<file path="config.mk">
export PLATFORM = sky130hd
export DESIGN_NAME = rshift_pipe8_flat
export DESIGN_NICKNAME = d
export VERILOG_FILES = /design/src/rtl/rshift_pipe8_if.sv /design/src/rtl/rshift_pipe8.sv /design/src/flat_wrapper.sv
export SDC_FILE = /design/constraint.sdc
export NUM_CORES = 1
export LEC_CHECK = 0
export BUFFER_PORTS_ARGS = -buffer_cell sky130_fd_sc_hd__buf_4
export CAP_MARGIN = 20
export CELL_PAD_IN_SITES_DETAIL_PLACEMENT = 1
export CELL_PAD_IN_SITES_GLOBAL_PLACEMENT = 2
export CORE_MARGIN = 8
export CORE_UTILIZATION = 37
export CTS_CLUSTER_DIAMETER = 80
export DETAILED_ROUTE_END_ITERATION = 8
export GPL_TIMING_DRIVEN = 0
export PLACE_DENSITY_LB_ADDON = 0.1
export SETUP_SLACK_MARGIN = 0.02
export SYNTH_ARGS = -nofsm -noshare
export SYNTH_HDL_FRONTEND = slang
export SYNTH_SLANG_ARGS = --single-unit
</file>
<file path="constraint.sdc">
create_clock -name clk -period 2.1 [get_ports clk]
set_input_delay 0.105 -clock clk [delete_from_list [all_inputs] [get_ports clk]]
set_output_delay 0.105 -clock clk [all_outputs]
set_load 0.01 [all_outputs]
</file>
<file path="src/rtl/rshift_pipe8_if.sv">
// rshift_pipe8_if
// Handshake bundle for the pipelined 8-bit right shifter.
//   in_valid/in_ready : operand handshake (I, S, mode qualified by in_valid)
//   I                 : 8-bit data to shift
//   S                 : 3-bit right-shift amount
//   mode              : 00 logical, 01 arithmetic, 10 rotate, 11 logical
//   out_valid/out_ready : result handshake (O qualified by out_valid)
//   O                 : 8-bit shifted result
// master = operand source / result consumer side, slave = the shifter.
interface rshift_pipe8_if;
  logic       in_valid;
  logic       in_ready;
  logic [7:0] I;
  logic [2:0] S;
  logic [1:0] mode;
  logic       out_valid;
  logic       out_ready;
  logic [7:0] O;

  modport master (
    output in_valid, I, S, mode, out_ready,
    input  in_ready, out_valid, O
  );

  modport slave (
    input  in_valid, I, S, mode, out_ready,
    output in_ready, out_valid, O
  );
endinterface

</file>
<file path="src/rtl/rshift_pipe8.sv">
// rshift_pipe8
// Three-stage pipelined 8-bit right barrel shifter (shift by 4, 2, 1) with
// valid/ready on both sides. Logical, arithmetic and rotate modes; mode 11
// behaves as logical. Latency 3, throughput 1/cycle, capacity 3.
// Ports:
//   clk   : clock, all state changes on the rising edge
//   rst_n : asynchronous active-low reset, clears every stage
//   bus   : rshift_pipe8_if.slave (in_valid/in_ready/I/S/mode,
//           out_valid/out_ready/O)
module rshift_pipe8 (
  input  logic          clk,
  input  logic          rst_n,
  rshift_pipe8_if.slave bus
);

  localparam logic [1:0] MODE_ARITH = 2'b01;
  localparam logic [1:0] MODE_ROT   = 2'b10;

  // Stage 1: data after the shift-by-4 step, plus the two remaining shift bits
  logic       r_v1;
  logic [7:0] r_d1;
  logic [1:0] r_s1;
  logic [1:0] r_m1;
  // Stage 2: data after the shift-by-2 step, plus the last shift bit
  logic       r_v2;
  logic [7:0] r_d2;
  logic       r_s2;
  logic [1:0] r_m2;
  // Stage 3: final result
  logic       r_v3;
  logic [7:0] r_d3;

  logic       w_adv1;
  logic       w_adv2;
  logic       w_adv3;
  logic [7:0] w_sh1;
  logic [7:0] w_sh2;
  logic [7:0] w_sh3;

  // Right shift by a fixed amount k. Bits whose source index runs past bit 7
  // wrap around for rotate, copy the sign for arithmetic, and are zero
  // otherwise (which also covers the reserved mode).
  function automatic logic [7:0] shr(input logic [7:0] d, input logic [1:0] m, input int k);
    logic [7:0] r;
    int         idx;
    r = '0;
    for (int i = 0; i < 8; i++) begin
      idx = (i + k) & 7;
      if ((i + k < 8) || (m == MODE_ROT))
        r[i] = d[idx[2:0]];
      else if (m == MODE_ARITH)
        r[i] = d[7];
      else
        r[i] = 1'b0;
    end
    return r;
  endfunction

  // Bubble-collapsing advance: a stage may load whenever it is empty or the
  // stage downstream of it is moving.
  assign w_adv3 = !r_v3 || bus.out_ready;
  assign w_adv2 = !r_v2 || w_adv3;
  assign w_adv1 = !r_v1 || w_adv2;

  assign w_sh1 = bus.S[2] ? shr(bus.I, bus.mode, 4) : bus.I;
  assign w_sh2 = r_s1[1]  ? shr(r_d1, r_m1, 2)      : r_d1;
  assign w_sh3 = r_s2     ? shr(r_d2, r_m2, 1)      : r_d2;

  // Gated by rst_n so the source never sees a grant while the pipe is held in reset
  assign bus.in_ready  = rst_n & w_adv1;
  assign bus.out_valid = r_v3;
  assign bus.O         = r_d3;

  always_ff @(posedge clk or negedge rst_n) begin
    if (!rst_n) begin
      r_v1 <= 1'b0;
      r_d1 <= '0;
      r_s1 <= '0;
      r_m1 <= '0;
      r_v2 <= 1'b0;
      r_d2 <= '0;
      r_s2 <= 1'b0;
      r_m2 <= '0;
      r_v3 <= 1'b0;
      r_d3 <= '0;
    end else begin
      if (w_adv3) begin
        r_v3 <= r_v2;
        r_d3 <= w_sh3;
      end
      if (w_adv2) begin
        r_v2 <= r_v1;
        r_d2 <= w_sh2;
        r_s2 <= r_s1[0];
        r_m2 <= r_m1;
      end
      if (w_adv1) begin
        r_v1 <= bus.in_valid;
        r_d1 <= w_sh1;
        r_s1 <= bus.S[1:0];
        r_m1 <= bus.mode;
      end
    end
  end

endmodule

</file>
<file path="src/flat_wrapper.sv">
// flat-port wrapper written by rule: the top's interface ports become plain ports
module rshift_pipe8_flat 
  (clk, rst_n, bus_in_valid, bus_I, bus_S, bus_mode, bus_out_ready, bus_in_ready, bus_out_valid, bus_O);
  rshift_pipe8_if bus_i ();
  input  logic clk;
  input  logic rst_n;
  input wire logic [$bits(bus_i.in_valid)-1:0] bus_in_valid;
  input wire logic [$bits(bus_i.I)-1:0] bus_I;
  input wire logic [$bits(bus_i.S)-1:0] bus_S;
  input wire logic [$bits(bus_i.mode)-1:0] bus_mode;
  input wire logic [$bits(bus_i.out_ready)-1:0] bus_out_ready;
  output wire logic [$bits(bus_i.in_ready)-1:0] bus_in_ready;
  output wire logic [$bits(bus_i.out_valid)-1:0] bus_out_valid;
  output wire logic [$bits(bus_i.O)-1:0] bus_O;
  assign bus_i.in_valid = bus_in_valid;
  assign bus_i.I = bus_I;
  assign bus_i.S = bus_S;
  assign bus_i.mode = bus_mode;
  assign bus_i.out_ready = bus_out_ready;
  assign bus_in_ready = bus_i.in_ready;
  assign bus_out_valid = bus_i.out_valid;
  assign bus_O = bus_i.O;
  rshift_pipe8 u_core (.clk(clk), .rst_n(rst_n), .bus(bus_i));
endmodule
</file>
* After elaboration in Yosys (flattened, before gate mapping)
Index checks and enable logic that the tools add are counted.
Cells by class: equal/unequal tests 6, multiplexer cells 13, bitwise logic cells 1, reductions and logical operators 6
Operators by type and width (count):
- $mux W8 | 3
- $mux W1 | 10
- $eq A2 B1 Y1 const B | 3
- $eq A2 B2 Y1 const B | 3
- $logic_not A1 Y1 | 3
- $logic_or A1 B1 Y1 | 3
- $and A1 B1 Y1 | 1
Word-level totals: bits in registers 34, input bits 17, logic and storage cells 36, output and inout bits 10

* Logic depth before layout (Yosys ltp)
depth in word-level cells 5, depth in mapped cells 5, depth with buffers taken out 3

* Worst setup path after synthesis
OpenSTA, ideal clock, no wires.
path type flip-flop to flip-flop, start point register u_core.r_v3, in the netlist u_core.bus.out_valid, end point register u_core.r_m2[1], stages on the path, launching flop included 4, required time 1.975 ns, setup slack 0.959 ns, path buffers 1, library setup time 0.125 ns, arrival time 1.016 ns, clock period less this slack 1.141 ns, cell sequence dfrtp_1 > nand3b_1 > buf_2 > mux2_4
On the way: longest elaborated chain between the ends 3
Ends and longest elaborated chain:
- from (decl) | line rshift_pipe8.sv:30 | logic r_v3;
- from (signal assigned) | line rshift_pipe8.sv:88 | r_v3 <= r_v2;
- $logic_not A1 Y1 | line rshift_pipe8.sv:61 | assign w_adv3 = !r_v3 || bus.out_ready;
- $logic_or A1 B1 Y1 | line rshift_pipe8.sv:61
- $logic_or A1 B1 Y1 | line rshift_pipe8.sv:62 | assign w_adv2 = !r_v2 || w_adv3;
- to (signal assigned) | line rshift_pipe8.sv:95 | r_m2 <= r_m1;
- to (decl) | line rshift_pipe8.sv:28 | logic [1:0] r_m2;
Every way passes these cells. A chain may end at the register's enable or synchronous reset.

* Worst setup path after layout
start point register u_core.r_v2, end point output port bus_in_ready
On the way: longest elaborated chain between the ends 4
Ends and longest elaborated chain:
- from (decl) | line rshift_pipe8.sv:25 | logic r_v2;
- from (signal assigned) | line rshift_pipe8.sv:92 | r_v2 <= r_v1;
- $logic_not A1 Y1 | line rshift_pipe8.sv:62
- $logic_or A1 B1 Y1 | line rshift_pipe8.sv:62
- $logic_or A1 B1 Y1 | line rshift_pipe8.sv:63 | assign w_adv1 = !r_v1 || w_adv2;
- $and A1 B1 Y1 | line rshift_pipe8.sv:70 | assign bus.in_ready = rst_n & w_adv1;
- to (decl) | line flat_wrapper.sv:12 | output wire logic [$bits(bus_i.in_ready)-1:0] bus_in_ready;
Every way passes these cells.

==> results.md <==
* Slowest CP cell: dfrtp_1
* Cell count after synthesis at 156
* Max Cap Viol at 0
* Synthesized area at 0.00161 mm2
* Cts repair resizes at 0
* First-pass GRT wire length at 6450 um
* EDFF count, synth at 0
* Max Clk Rate at 0.658 GHz
* Reg clk slew, reported paths at 0.06 ns
* Post-DR vias/cell at 5.01
* Initial Util at 37.7%
* GPL Wtd Cong at 0.758
* Period utilization at 72.3%
* Die area at 0.00671 mm2
* # port buffers at 25
* Data arrival, critical path at 1.41 ns
* Adder-cell share of the synthesized area at 0%
* Min Tclk post-route at 1.52 ns
* Final setup viols at 0
* Sequential-to-total area share from yosys stat at 53.0%
* Most common cell in the synthesized netlist: dfrtp_1
* Clock Sinks at 34
* DRC at 0
* Crit. End Element: output port
* Vias in the first global route at 1376
* Clk root buf: clkbuf_8
* Peak VDD IR at 0.348 mV
* Post-Place Setup Slack at 0.855 ns
* Nets at 206
* Grt total ovfl at 0
* Router iterations before antenna repair at 4
* Fillers at 500
* Post-route ant nets at 0
* Power density over cell area at 884 mW/mm2
* Avg Cell Area, Syn at 10.3 um2
* Post-synthesis async set-or-reset flop share at 100%
* Final Max Slew Viols at 0
* Syn. warnings at 0
* WP data required at 2.00 ns
* Worst path cell trace: nand4b_2, and2_1, buf_4
* Core box area at 0.00426 mm2
* Hold Crit Class: primary input to flip-flop
* FP Rows at 24
* Largest family of logic cells by synthesized area: simple AND/OR/NAND/NOR gates
* Post-synth top cells: 34 x dfrtp_1, 29 x nand2_1, 18 x o21ai_0
* Final hold violations at 0
* Post-synthesis net count at 173
* Synth Flop Type: dfrtp_1
* Share of cells above drive strength 1 at 24.9%
* Post-route setup TNS at 0 ns
* Iter 0 DRT Violations at 46
* Clock latency on the worst-skew pair at 0.28 ns
* CP startpoint kind: flip-flop
* CTS Buf Count at 5
* Setup ws final at 0.581 ns
* Vias at 1208
* Post-CTS Hold Buffers at 1
* Yosys top cell area share at 53.0%
* Slew headroom at 71.3%
* CP max stage delay at 0.46 ns
* RSZ-0062 raised after global routing: no
* Area Growth Syn to Fin at 21.1%
* CTS tree: yes
* Largest net degree at the start of global routing at 36
* Routed WL at 3660 um
* WL/cell at 15.2 um
* Crit Path Category: flip-flop to output port
* Gr usage total at 12.4%
* Post-synthesis register bit count at 34
* Clock Skews at 0.00411 ns
* HPWL after detailed placement at 2790 um
* Overall Power at 1.72 mW
* Die Y at 81.9 um
* Mux contribution to synthesized area at 11.5%
* Antenna cells at 0
* Netlist cell types at 30
* Clock buffer depth at 2
* Largest cells by area after synthesis: dfrtp_1 53%, mux2i_1 11%, nand2_1 6.8%
* Cell taking the most area after synthesis: dfrtp_1
* IO Pins at 27
* Antenna violations before repair at 0
* Post-CTS setup buffer count at 0
* Worst Path Max Fanout at 10
* Pleak at 0.911 nW
* Worst-margin pin slew at 0.431 ns
* Compound-Gate Fraction of Synth Area at 14.3%
* Post-Synth Simple-Gate Area at 16.3%
* Outcome: complete, no violations
* Die width at 81.9 um
* Xor/xnor share of the synthesized area at 0%
* H-tree levels at 2
-- layout make-up --
| cell class | instances | area, um2 | share of cell area, % |
|---|---|---|---|
| flip-flops and latches | 34 | 851 | 43.7 |
| multi-input cells | 109 | 676 | 34.7 |
| repair buffers | 26 | 198 | 10.2 |
| clock buffers | 7 | 76.3 | 3.92 |
| plain buffers | 9 | 65.1 | 3.34 |
| well taps | 52 | 65.1 | 3.34 |
| inverters | 4 | 15.0 | 0.772 |
-- worst paths after layout --
| kind | start | end | slack, ns | cells past startpoint |
|---|---|---|---|---|
| max | u_core.r_v2 | bus_in_ready | 0.58 | 3 |
| min | bus_in_valid | u_core.r_v1 | 0.01 | 2 |
| max reg2reg | u_core.r_v2 | u_core.r_m2[1] | 0.84 | 3 |
| min reg2reg | u_core.r_s1[0] | u_core.r_s1[0] | 0.47 | 2 |
| max in group asynchronous | rst_n | u_core.r_d1[7] | 1.48 | 2 |
| min in group asynchronous | rst_n | u_core.bus.O[4] | 0.31 | 2 |
-- logic make-up after synthesis --
kind of cell           after synthesis
flip-flops                          34
AO/OA/AOI/OAI                       38
buffers and inverters               13
AND/OR/NAND/NOR                     53
multiplexers                        18
-- stage by stage --
step	cells	area [um2]	hold slack, ns	utilization, %
4_1_cts	241	1950	0.00744	45.6
3_3_place_gp	233	1860	0.0774	43.6
3_5_place_dp	233	1860	0.0819	43.6
5_1_grt	241	1950	0.00501	45.6
2_1_floorplan	156	1610	-0.191	-
6_report	241	1950	0.0119	45.6
-- state kept, by name, summed over array words and instances, names as in the netlist --
name / flops
u_core.r_v1: 1
u_core.r_m2: 2
u_core.r_d1: 8
u_core.r_m1: 2
u_core.r_d2: 8
u_core.r_v2: 1
u_core.bus.O: 8
u_core.r_s1: 2
u_core.r_s2: 1
u_core.bus.out_valid: 1
-- cells in the final DEF (no fill, tap or decap), types with 2 or more instances in the layout --
cell and n:
clkbuf_8 5, inv_1 4, clkbuf_1 3, nand2_1 29
nand3_1 2, o21ai_2 6, dfrtp_1 34, nor2_1 6
nand2b_1 2, nor2b_1 3, and3_1 2, buf_2 3
mux2i_1 17, buf_4 26, a21oi_1 6, o21ai_1 2
nand3b_1 4, o21ai_0 18, a211oi_1 4
-- per-layer routing --
metal	routed length, um	part of all wire [%]	global-route usage (%)	vias to the layer above
met5	0	0	0	-
met4	86	2.4	6.32	0
li1	-	-	-	602
met3	168	4.6	2.63	8
met1	1570	43	14.1	570
met2	1830	50	21.5	28
-- power by group --
group | switching, mW | internal (mW) | leakage [nW]
Combinational | 0.203 | 0.206 | 0.472
Clock | 0.217 | 0.228 | 0.0383
Sequential | 0.0891 | 0.778 | 0.401
-- critical path: cells and delay by family (launching register included) --
family                 cells  cell delay, ns
DFF                        1            0.46
and+or+nand+nor            2            0.53
buffers and inverters      1            0.14
(Power assumes the default switching activity.)
